==> config.mk <==
export PLATFORM = sky130hd
export DESIGN_NAME = pcie_mem_alloc_regs
export DESIGN_NICKNAME = d
export VERILOG_FILES = /design/src/rtl/pcie_mem_alloc_pkg.sv /design/src/rtl/mem_alloc_sync_fifo.sv /design/src/rtl/pcie_mem_alloc_regs.sv
export SDC_FILE = /design/constraint.sdc
export NUM_CORES = 1
export LEC_CHECK = 0
export BUFFER_PORTS_ARGS = -buffer_cell sky130_fd_sc_hd__buf_4
export CAP_MARGIN = 20
export CORE_MARGIN = 3
export CORE_UTILIZATION = 55
export DETAILED_ROUTE_END_ITERATION = 12
export PLACE_DENSITY_LB_ADDON = 0.15
export SLEW_MARGIN = 20
export SYNTH_ARGS = -nofsm -noshare
export SYNTH_HDL_FRONTEND = slang
export SYNTH_SLANG_ARGS = --single-unit
==> constraint.sdc <==
create_clock -name axi_clk -period 5.05 [get_ports axi_clk]
set_input_delay 1.01 -clock axi_clk [delete_from_list [all_inputs] [get_ports axi_clk]]
set_output_delay 1.01 -clock axi_clk [all_outputs]
set_load 0.01 [all_outputs]
==> src/rtl/pcie_mem_alloc_pkg.sv <==
// Shared constants for the PCIe memory-allocator register block.
package pcie_mem_alloc_pkg;

  // Byte offsets of the host-visible registers; decode uses offset[11:2].
  localparam logic [11:0] REG_ALLOC_PUSH = 12'h000;
  localparam logic [11:0] REG_FREE_POP   = 12'h004;
  localparam logic [11:0] REG_STATUS     = 12'h008;
  localparam logic [11:0] REG_DROP_CNT   = 12'h00C;

  // STATUS register field positions.
  localparam int STATUS_ALLOC_CNT_LSB     = 0;
  localparam int STATUS_DEALLOC_CNT_LSB   = 8;
  localparam int STATUS_ALLOC_FULL_BIT    = 16;
  localparam int STATUS_DEALLOC_EMPTY_BIT = 17;

  // AXI OKAY response; this block never signals an error.
  localparam logic [1:0] RESP_OKAY = 2'b00;

  // Word index of a register byte offset, as seen by the address decoder.
  function automatic logic [9:0] reg_word(input logic [11:0] offset);
    return offset[11:2];
  endfunction

endpackage

==> src/rtl/mem_alloc_sync_fifo.sv <==
// First-word-fall-through synchronous FIFO with occupancy count.
// A push while full is accepted only when a pop happens in the same cycle.
module mem_alloc_sync_fifo #(
  parameter int WIDTH = 32,
  parameter int DEPTH = 16
) (
  input  logic                       clk,
  input  logic                       rst_n,
  input  logic                       push,
  input  logic [WIDTH-1:0]           push_data,
  input  logic                       pop,
  output logic [WIDTH-1:0]           head_data,
  output logic [$clog2(DEPTH):0]     count,
  output logic                       full,
  output logic                       empty
);

  localparam int PTR_W = $clog2(DEPTH);
  localparam int CNT_W = $clog2(DEPTH) + 1;

  logic [WIDTH-1:0] mem [DEPTH];
  logic [PTR_W-1:0] wr_ptr;
  logic [PTR_W-1:0] rd_ptr;
  logic             do_push;
  logic             do_pop;

  assign full      = (count == CNT_W'(DEPTH));
  assign empty     = (count == '0);
  assign do_pop    = pop && !empty;
  assign do_push   = push && (!full || do_pop);
  assign head_data = mem[rd_ptr];

  // Storage array, written at the tail on every accepted push.
  always_ff @(posedge clk) begin
    if (do_push) begin
      mem[wr_ptr] <= push_data;
    end
  end

  // Pointer and occupancy bookkeeping; pointers wrap naturally (power-of-two depth).
  always_ff @(posedge clk or negedge rst_n) begin
    if (!rst_n) begin
      wr_ptr <= '0;
      rd_ptr <= '0;
      count  <= '0;
    end else begin
      if (do_push) wr_ptr <= wr_ptr + PTR_W'(1);
      if (do_pop)  rd_ptr <= rd_ptr + PTR_W'(1);
      case ({do_push, do_pop})
        2'b10:   count <= count + CNT_W'(1);
        2'b01:   count <= count - CNT_W'(1);
        default: count <= count;
      endcase
    end
  end

endmodule

==> src/rtl/pcie_mem_alloc_regs.sv <==
// AXI4-Lite register block bridging host-supplied free chunk addresses to the
// memcached allocator (alloc FIFO) and returning freed addresses (dealloc FIFO).
module pcie_mem_alloc_regs
  import pcie_mem_alloc_pkg::*;
#(
  parameter int FIFO_DEPTH = 16,
  parameter int ADDR_WIDTH = 32
) (
  input  logic                  axi_clk,
  input  logic                  axi_aresetn,
  input  logic [ADDR_WIDTH-1:0] s_axi_awaddr,
  input  logic                  s_axi_awvalid,
  output logic                  s_axi_awready,
  input  logic [31:0]           s_axi_wdata,
  input  logic [3:0]            s_axi_wstrb,
  input  logic                  s_axi_wvalid,
  output logic                  s_axi_wready,
  output logic [1:0]            s_axi_bresp,
  output logic                  s_axi_bvalid,
  input  logic                  s_axi_bready,
  input  logic [ADDR_WIDTH-1:0] s_axi_araddr,
  input  logic                  s_axi_arvalid,
  output logic                  s_axi_arready,
  output logic [31:0]           s_axi_rdata,
  output logic [1:0]            s_axi_rresp,
  output logic                  s_axi_rvalid,
  input  logic                  s_axi_rready,
  output logic [31:0]           alloc_addr_data,
  output logic                  alloc_addr_valid,
  input  logic                  alloc_addr_ready,
  input  logic [31:0]           free_addr_data,
  input  logic                  free_addr_valid,
  output logic                  free_addr_ready
);

  localparam int CNT_W = $clog2(FIFO_DEPTH) + 1;

  logic             aw_held;
  logic             w_held;
  logic [9:0]       aw_idx;
  logic [31:0]      w_data;
  logic [3:0]       w_strb;
  logic             do_write;
  logic             wr_alloc;
  logic             alloc_accept;
  logic             wr_drop_clr;
  logic [31:0]      drop_cnt;
  logic             ar_hs;
  logic [9:0]       ar_idx;
  logic [31:0]      rd_value;
  logic [31:0]      status_word;
  logic             alloc_pop;
  logic             alloc_full;
  logic             alloc_empty;
  logic [CNT_W-1:0] alloc_count;
  logic             dealloc_push;
  logic             dealloc_pop;
  logic [31:0]      dealloc_head;
  logic             dealloc_full;
  logic             dealloc_empty;
  logic [CNT_W-1:0] dealloc_count;
  logic             unused_addr_bits;

  assign unused_addr_bits = ^{s_axi_awaddr[ADDR_WIDTH-1:12], s_axi_awaddr[1:0],
                              s_axi_araddr[ADDR_WIDTH-1:12], s_axi_araddr[1:0]};

  assign s_axi_awready = !aw_held;
  assign s_axi_wready  = !w_held;
  assign s_axi_bresp   = RESP_OKAY;
  assign s_axi_rresp   = RESP_OKAY;

  // A write fires once both beats are held and no response is outstanding.
  assign do_write     = aw_held && w_held && !s_axi_bvalid;
  assign wr_alloc     = do_write && (aw_idx == reg_word(REG_ALLOC_PUSH)) && (w_strb == 4'hF);
  assign alloc_accept = wr_alloc && (!alloc_full || alloc_pop);
  assign wr_drop_clr  = do_write && (aw_idx == reg_word(REG_DROP_CNT));

  assign alloc_addr_valid = !alloc_empty;
  assign alloc_pop        = alloc_addr_valid && alloc_addr_ready;

  assign free_addr_ready = !dealloc_full;
  assign dealloc_push    = free_addr_valid && free_addr_ready;

  assign ar_hs       = s_axi_arvalid && s_axi_arready;
  assign ar_idx      = s_axi_araddr[11:2];
  assign dealloc_pop = ar_hs && (ar_idx == reg_word(REG_FREE_POP)) && !dealloc_empty;

  mem_alloc_sync_fifo #(.WIDTH(32), .DEPTH(FIFO_DEPTH)) u_alloc_fifo (
    .clk       (axi_clk),
    .rst_n     (axi_aresetn),
    .push      (alloc_accept),
    .push_data (w_data),
    .pop       (alloc_pop),
    .head_data (alloc_addr_data),
    .count     (alloc_count),
    .full      (alloc_full),
    .empty     (alloc_empty)
  );

  mem_alloc_sync_fifo #(.WIDTH(32), .DEPTH(FIFO_DEPTH)) u_dealloc_fifo (
    .clk       (axi_clk),
    .rst_n     (axi_aresetn),
    .push      (dealloc_push),
    .push_data (free_addr_data),
    .pop       (dealloc_pop),
    .head_data (dealloc_head),
    .count     (dealloc_count),
    .full      (dealloc_full),
    .empty     (dealloc_empty)
  );

  // Read-data mux; STATUS is built from FIFO state before this cycle's push/pop.
  always_comb begin
    status_word = '0;
    status_word[STATUS_ALLOC_CNT_LSB +: 8]   = 8'(alloc_count);
    status_word[STATUS_DEALLOC_CNT_LSB +: 8] = 8'(dealloc_count);
    status_word[STATUS_ALLOC_FULL_BIT]       = alloc_full;
    status_word[STATUS_DEALLOC_EMPTY_BIT]    = dealloc_empty;
    rd_value = '0;
    if (ar_idx == reg_word(REG_FREE_POP)) begin
      rd_value = dealloc_empty ? 32'h0 : dealloc_head;
    end else if (ar_idx == reg_word(REG_STATUS)) begin
      rd_value = status_word;
    end else if (ar_idx == reg_word(REG_DROP_CNT)) begin
      rd_value = drop_cnt;
    end
  end

  // Write channel: latch AW and W independently, respond once, then re-open both.
  always_ff @(posedge axi_clk or negedge axi_aresetn) begin
    if (!axi_aresetn) begin
      aw_held      <= 1'b0;
      w_held       <= 1'b0;
      aw_idx       <= '0;
      w_data       <= '0;
      w_strb       <= '0;
      s_axi_bvalid <= 1'b0;
    end else if (s_axi_bvalid && s_axi_bready) begin
      s_axi_bvalid <= 1'b0;
      aw_held      <= 1'b0;
      w_held       <= 1'b0;
    end else begin
      if (s_axi_awvalid && !aw_held) begin
        aw_held <= 1'b1;
        aw_idx  <= s_axi_awaddr[11:2];
      end
      if (s_axi_wvalid && !w_held) begin
        w_held <= 1'b1;
        w_data <= s_axi_wdata;
        w_strb <= s_axi_wstrb;
      end
      if (do_write) begin
        s_axi_bvalid <= 1'b1;
      end
    end
  end

  // Drop counter: cleared by any DROP_CNT write, saturating on rejected pushes.
  always_ff @(posedge axi_clk or negedge axi_aresetn) begin
    if (!axi_aresetn) begin
      drop_cnt <= '0;
    end else if (wr_drop_clr) begin
      drop_cnt <= '0;
    end else if (wr_alloc && !alloc_accept && (drop_cnt != 32'hFFFF_FFFF)) begin
      drop_cnt <= drop_cnt + 32'd1;
    end
  end

  // Read channel: one read in flight, data registered at AR accept and held.
  always_ff @(posedge axi_clk or negedge axi_aresetn) begin
    if (!axi_aresetn) begin
      s_axi_arready <= 1'b1;
      s_axi_rvalid  <= 1'b0;
      s_axi_rdata   <= '0;
    end else if (ar_hs) begin
      s_axi_arready <= 1'b0;
      s_axi_rvalid  <= 1'b1;
      s_axi_rdata   <= rd_value;
    end else if (s_axi_rvalid && s_axi_rready) begin
      s_axi_rvalid  <= 1'b0;
      s_axi_arready <= 1'b1;
    end
  end

endmodule

==> results of run 1 <==
how the worst max path moves through the flow:
stage	from	end	slack, ns	depth (start not counted)
final	u_alloc_fifo.rd_ptr[0]	alloc_addr_data[6]	0.85	4
after global routing	u_alloc_fifo.rd_ptr[0]	alloc_addr_data[6]	0.65	4
after CTS	u_alloc_fifo.rd_ptr[0]	alloc_addr_data[6]	0.74	4
after detailed placement	s_axi_araddr[9]	u_dealloc_fifo.count[4]	1.26	13
after global placement	s_axi_araddr[9]	u_dealloc_fifo.count[4]	1.25	14
after floorplan	alloc_addr_ready	u_alloc_fifo.mem[0][0]	0.05	3
critical path, delay by kind of cell (launching register included):
kind                   cells  cell delay, ns
DFF                        1            0.85
buffers and inverters      2            0.61
muxes                      2            1.05
sequential cells by signal, summed over array words and instances (netlist names):
| register | flops |
|---|---|
| u_alloc_fifo.mem | 512 |
| u_alloc_fifo.rd_ptr | 4 |
| u_alloc_fifo.wr_ptr | 4 |
| aw_held | 1 |
| drop_cnt | 32 |
| s_axi_rdata | 32 |
| u_dealloc_fifo.wr_ptr | 4 |
| w_data | 32 |
| w_strb | 4 |
| s_axi_rvalid | 1 |
| s_axi_arready | 1 |
| s_axi_bvalid | 1 |
| u_dealloc_fifo.count | 5 |
| u_alloc_fifo.count | 5 |
| u_dealloc_fifo.mem | 512 |
| w_held | 1 |
| u_dealloc_fifo.rd_ptr | 4 |
| aw_idx | 10 |
area by class of cell:
class                      instances  area, µm²  area share (%)
clock inverter                    57      549.3           1.056
clock buffer                     160       3156           6.066
tap                             1060       1326           2.550
multi-input combinational        836      10690           20.55
timing repair buffer             230       1918           3.687
sequential                      1165      34300           65.95
inverter                          20      75.07          0.1443
per-layer routing:
layer,GRT usage [%],up-vias
met5,0,-
met3,4.444,175
met4,6.495,6
met1,31.70,11780
met2,40.29,711
li1,-,9282
power by group through the flow:
| stage | sequential [mW] | combinational, mW | clock, mW |
|---|---|---|---|
| after CTS | 13.0 | 4.44 | 8.41 |
| after global placement | 13.0 | 4.35 | 0 |
| final | 12.9 | 4.33 | 8.26 |
| after detailed placement | 13.2 | 4.43 | 0 |
| after floorplan | 12.6 | 3.01 | 0 |
| after global routing | 13.1 | 4.65 | 8.84 |
metrics by stage:
step | setup WS [ns] | instance area [µm²]
after detailed placement | 1.261 | 48310
after CTS | 0.7381 | 52020
after floorplan | 0.05054 | 45340
final | 0.8531 | 52020
after global routing | 0.6475 | 52020
after global placement | 1.247 | 48310
synth_stat cells (4+ instances only):
library cell	instances
edfxtp_1	1024
mux4_2	300
dfrtp_1	140
nor2_1	80
clkbuf_1	75
mux2_2	69
a21oi_1	50
nand2_1	35
o21ai_0	35
and3_1	27
xnor2_1	25
buf_1	23
mux2i_1	23
xor2_1	22
inv_1	20
nand3_1	20
ha_1	18
and2_1	14
nand4_1	14
nor4_1	14
buf_2	13
nor3_1	13
a221oi_1	11
o2bb2ai_1	10
nand2b_1	6
and4_1	5
buf_4	5
or3_1	5
or4_1	4
logic make-up (layout without fill, tap and decap cells):
family / after synthesis / after routing / share of synthesized area [%]
other: 1 / 4 / 0.008273
XOR/XNOR: 47 / 47 / 0.9082
buffers and inverters: 138 / 467 / 1.253
AO/OA/AOI/OAI: 127 / 127 / 1.758
AND/OR/NAND/NOR: 248 / 248 / 2.821
multiplexers: 392 / 392 / 17.13
flip-flops: 1165 / 1165 / 75.63
adder cells (fa/ha/maj): 18 / 18 / 0.4969
==> flow_summary.yaml, run 1 <==
global_routing:
  grt_usage_pct: 23.61
  antenna_found_initial: 3
  gr-total-overflow: 0
  grt_max_degree: 98
  grt_pass1_vias: 22990
  grt_pass1_wl_mm: 148.8
cells_and_area:
  area_growth_pct: 14.76
  layout.cells.non_filler: 3528
  fill_cells: 5394
  final_cell_mix: "edfxtp_1, mux4_2, buf_4"
  n_antenna_cell: 0
  drive_gt1_share_pct: 33.35
  utilization_pct: 64.17
  final_common_cell: "edfxtp_1"
  nets: 2526
timing:
  hold_violations: 0
  period_share_pct: 83.11
  maxSlewHeadroom_pct: 26.19
  hold_slack_ns: 0.3199
  skew_ns: 0.03141
  rsz0062_at_grt: "no"
  max_freq_ghz: 0.2383
  finalSetupViolations: 0
  slew_viol_final: 0
  finalCriticalPeriod_ns: 4.197
  tns_ns: 0
  tightest_slew_ns: 1.098
synth:
  synth_edf_count: 1024
  syn_inst: 2136
  synthArstFlopShare_pct: 12.10
  syn_area_um2: 45330
  yosys_register_bits: 1165
  synth_area_per_cell_um2: 21.22
  yosys_warnings: 0
  synth_top_flop_cell: "edfxtp_1"
  synth_cell_types: 57
  synth_area_leaders: "edfxtp_1, mux4_2, dfrtp_1"
  synth.top_cell.area_share_pct: 67.84
  seq_area_frac_synth_pct: 75.63
  synth_top_area_cell: "edfxtp_1"
setup_path:
  cp-end-kind: "primary output"
  path_cells: "buf_4 > mux4_2 > mux4_2 > buf_4"
  required_ns: 4.04
  r2r_end: "u_alloc_fifo.mem[12][0]"
  worst-path-max-fanout: 28
  worstReg2RegStart: "aw_idx[4]"
  worst_ep_arrival_time_ns: 3.19
  crit_type: "flop to primary output"
  r2r_slack_ns: 1.55
  crit_path_top_delay_cell: "dfrtp_4"
  start_kind: "flop"
  cpPeakStageDelay_ns: 0.85
  rr_worst_depth: 8
detailed_routing:
  drc_errors: 0
  drtAntennaViolNets: 0
  dr_wl_met2_mm: 51.24
  dr_wl_met3_mm: 6.288
  drt-met1-wl_mm: 39.06
  drtIter0Drc: 2066
  wirelength_mm: 99.24
  vias: 21960
  vias_per_cell: 6.223
  drt_pass1_iterations: 6
  wl_per_cell_um: 28.13
  highest_layer: "met5"
placement:
  gp_congestion: 0.7989
  placement.io_buffers: 167
  dp.cells: 3311
  dpl.hpwl_mm: 56.02
power_and_ir_drop:
  combPwrFrac_pct: 17.0
  p_int_mw: 18.90
  finalPower_mw: 25.54
  p_sw_share_pct: 25.98
  power_density_nw_per_um2: 490.9
  net-switching-power_mw: 6.633
  peakVddDrop_uv: 342.5
  p_leak_nw: 17.21
  p_seq_share_pct: 50.7
  clkPwrFrac_pct: 32.3
floorplan:
  num_io_pins: 216
  start_util_pct: 55.91
  dieHeight_um: 293.1
  core_um2: 81070
  die-area_um2: 85890
  num_rows: 104
  die_w_um: 293.1
run_status:
  status: "complete, no violations"
clock_network:
  cts_setup_buffers: 0
  cts_made_buffers: 114
  cts.sinks: 1165
  clk_pin_slew_ns: 0.06
  clock_path_buffers: 3
  worstSkewPairLatency_ns: 0.68
  cts_resized: 0
  root_buffer: "clkbuf_16"
  tritoncts: "yes"
  htreeDepth: 3
  holdBufCountCts: 0
min_path:
  hold_path_class: "input port to asynchronous set/reset pin"
run:
  cap_violations: 0
No activity file was read; power rests on OpenSTA's default activity.
==> run 2, diff against run 1 <==
--- a/config.mk
+++ b/config.mk
@@ -5,10 +5,11 @@
 export SDC_FILE = /design/constraint.sdc
 export NUM_CORES = 1
 export LEC_CHECK = 0
+export ABC_AREA = 1
 export BUFFER_PORTS_ARGS = -buffer_cell sky130_fd_sc_hd__buf_4
 export CAP_MARGIN = 20
 export CORE_MARGIN = 3
-export CORE_UTILIZATION = 55
+export CORE_UTILIZATION = 60
 export DETAILED_ROUTE_END_ITERATION = 12
 export PLACE_DENSITY_LB_ADDON = 0.15
 export SLEW_MARGIN = 20
==> constraint.sdc (replaced) <==
create_clock -name axi_clk -period 4.4 [get_ports axi_clk]
set_input_delay 0.88 -clock axi_clk [delete_from_list [all_inputs] [get_ports axi_clk]]
set_output_delay 0.88 -clock axi_clk [all_outputs]
set_load 0.01 [all_outputs]
==> run 2 against run 1 <==
Clock power increased by 19%; worst setup slack got worse by 0.36 ns; non-clock buffer count up 13; die area shrank 2.8%; wire length grew 18%; flip-flop and latch count stayed put; combinational power grew 47%; cell count rose by 52%; sequential power increased by 14%; sequential share of layout area shrank 3.0 points; clock-buffer cell count down 24; highest routed layer unchanged.
==> flow_summary.yaml, run 2 <==
global_routing:
  antenna_found_initial: 8
  grt_max_degree: 259
  gr-total-overflow: 0
  grt_pass1_wl_mm: 177.5
  grt_pass1_vias: 30580
  grt_usage_pct: 27.93
detailed_routing:
  drtIter0Drc: 3231
  wirelength_mm: 116.8
  drc_errors: 0
  wl_per_cell_um: 21.81
  vias: 31510
  vias_per_cell: 5.882
  drtAntennaViolNets: 0
  drt_pass1_iterations: 5
cells_and_area:
  final_common_cell: "edfxtp_1"
  final_cell_mix: "edfxtp_1, nor2_1, o21ai_0"
  drive_gt1_share_pct: 12.14
  utilization_pct: 68.91
  area_growth_pct: 13.46
  reg_top3: "u_alloc_fifo.mem: 512 flops, u_dealloc_fifo.mem: 512 flops"
  nets: 4361
setup_path:
  start_kind: "flop"
  worst_ep_arrival_time_ns: 3.02
  crit_type: "flop to primary output"
  cp-end-kind: "primary output"
  cpPeakStageDelay_ns: 0.50
  crit_path_top_delay_cell: "buf_12"
  crit_buf_inv: 2
  timing.critical_path.mode_cell: "o211ai_1"
  required_ns: 3.52
  path_delay_family: "buffers and inverters"
  worst-path-max-fanout: 258
  path_cells: "buf_12 > o21ai_0 > o211ai_1 > o211ai_1 > nand2_1 > buf_4"
synth:
  synthTopCellsByCount: "edfxtp_1, nor2_1, o21ai_0"
  syn_area_um2: 48060
  yosys_register_bits: 1165
  yosysMostFrequentCell: "edfxtp_1"
  synth_area_leaders: "edfxtp_1, dfrtp_1, nor2_1"
  synth_cell_types: 41
  synth_area_per_cell_um2: 11.76
  synthArstFlopShare_pct: 12.10
  synth_top_area_cell: "edfxtp_1"
  synth_edf_count: 1024
  yosys_warnings: 0
  synth.top_cell.area_share_pct: 63.99
  seq_area_frac_synth_pct: 71.33
  syn_inst: 4087
  synth_top_flop_cell: "edfxtp_1"
min_path:
  hold_path_class: "input port to asynchronous set/reset pin"
floorplan:
  core_um2: 79130
  num_io_pins: 216
  die-area_um2: 83520
  num_rows: 103
  start_util_pct: 60.73
  die_w_um: 289.0
  dieHeight_um: 289.0
timing:
  hold_violations: 0
  rsz0062_at_grt: "no"
  period_share_pct: 88.75
  tightest_slew_ns: 1.302
  max_freq_ghz: 0.2561
  maxSlewHeadroom_pct: 13.22
  finalSetupViolations: 0
  finalCriticalPeriod_ns: 3.905
  skew_ns: 0.02841
  tns_ns: 0
  slew_viol_final: 0
power_and_ir_drop:
  p_seq_share_pct: 47.5
  finalPower_mw: 30.94
  p_int_mw: 21.66
  combPwrFrac_pct: 20.6
  power_density_nw_per_um2: 567.5
  p_sw_share_pct: 30.00
  clkPwrFrac_pct: 31.9
  net-switching-power_mw: 9.284
  p_leak_nw: 19.56
  peakVddDrop_uv: 517.0
run:
  cap_violations: 0
clock_network:
  clk_pin_slew_ns: 0.07
  worstSkewPairLatency_ns: 0.69
  holdBufCountCts: 0
  root_buffer: "clkbuf_16"
  tritoncts: "yes"
  cts_setup_buffers: 0
  cts.sinks: 1165
  cts_resized: 0
  cts_made_buffers: 113
  clock_path_buffers: 3
  htreeDepth: 3
placement:
  placement.io_buffers: 167
  dpl.hpwl_mm: 64.42
  gp_congestion: 0.9286
run_status:
  status: "complete, no violations"
[run 2: cell count changes in the layout (fill, tap and decap cells not counted), moves of 23 or more]
| cell | delta |
|---|---|
| and3_1 | -26 |
| inv_1 | +104 |
| mux2_2 | -23 |
| mux2i_1 | -23 |
| mux4_2 | -300 |
| nand2_1 | +430 |
| nand3_1 | +235 |
| nor2_1 | +793 |
| o211ai_1 | +182 |
| o21ai_0 | +490 |
| o21ai_1 | +41 |
[run 2: routing by layer]
layer | wire [µm] | share of wire [%] | global-route usage [%]
met2 | 58470 | 50 | 47.41
met3 | 7222 | 6.2 | 4.020
met1 | 46120 | 39 | 36.28
met5 | 31 | 0.027 | 0
met4 | 4965 | 4.3 | 12.10
[run 2: area by class of cell]
cell class / instances / area [µm²]
Clock buffer: 136 / 3028
Sequential cell: 1165 / 34300
Timing Repair Buffer: 243 / 2141
Inverter: 135 / 521.8
Antenna cell: 6 / 15.01
Fill cell: 5627 / 24600
Clock inverter: 77 / 807.0
Multi-Input combinational cell: 2544 / 12400
Tap cell: 1050 / 1314
[run 2: kinds of logic (layout without fill, tap and decap cells)]
family,count (synthesis),count (layout),share of synthesized area [%]
and+or+nand+nor,1652,1652,13.88
adders and majority gates,18,18,0.4687
muxes,46,46,1.078
other,1,10,0.007803
buffers and inverters,381,591,3.413
xor gates and xnor gates,33,33,0.6014
DFF,1165,1165,71.33
AOI/OAI and AO/OA,791,791,9.217
[run 2: power by group through the flow]
stage | logic, mW | clock network, mW | registers (mW)
2_1_floorplan | 4.09 | 0 | 14.5
3_3_place_gp | 6.25 | 0 | 14.9
3_5_place_dp | 6.37 | 0 | 14.9
4_1_cts | 6.43 | 9.96 | 14.7
5_1_grt | 7.07 | 10.4 | 14.8
6_report | 6.37 | 9.86 | 14.7
[run 2: worst register-to-register path, delay by kind of cell, from the launching register on]
family / cells / cell delay, ns
buf+inv: 2 / 0.72
flops: 1 / 0.38
simple gates: 6 / 1.54
[run 2: path summary, 6_finish.rpt]
check	cells past startpoint	slack, ns	startpoint	end
max in group asynchronous	2	3.17	axi_aresetn	u_dealloc_fifo.rd_ptr[0]
worst min-delay path	1	0.30	axi_aresetn	w_data[5]
min in group axi_clk	2	0.40	s_axi_rready	s_axi_rvalid
worst max-delay path	6	0.50	u_alloc_fifo.rd_ptr[0]	alloc_addr_data[15]
worst max register to register	8	1.38	aw_idx[9]	u_alloc_fifo.mem[5][20]
worst min register to register	1	0.51	aw_idx[4]	aw_idx[4]
[run 2: through the flow]
stage	cell area [µm²]	worst slack [ns]	hold slack (ns)	instances
6_report	54520	0.4951	0.2962	5356
5_1_grt	54520	0.4232	0.3662	5353
4_1_cts	54510	0.5550	0.3297	5350
3_5_place_dp	50670	1.270	0.4976	5137
3_3_place_gp	50670	1.260	0.4893	5137
2_1_floorplan	48070	1.167	0.4800	4090
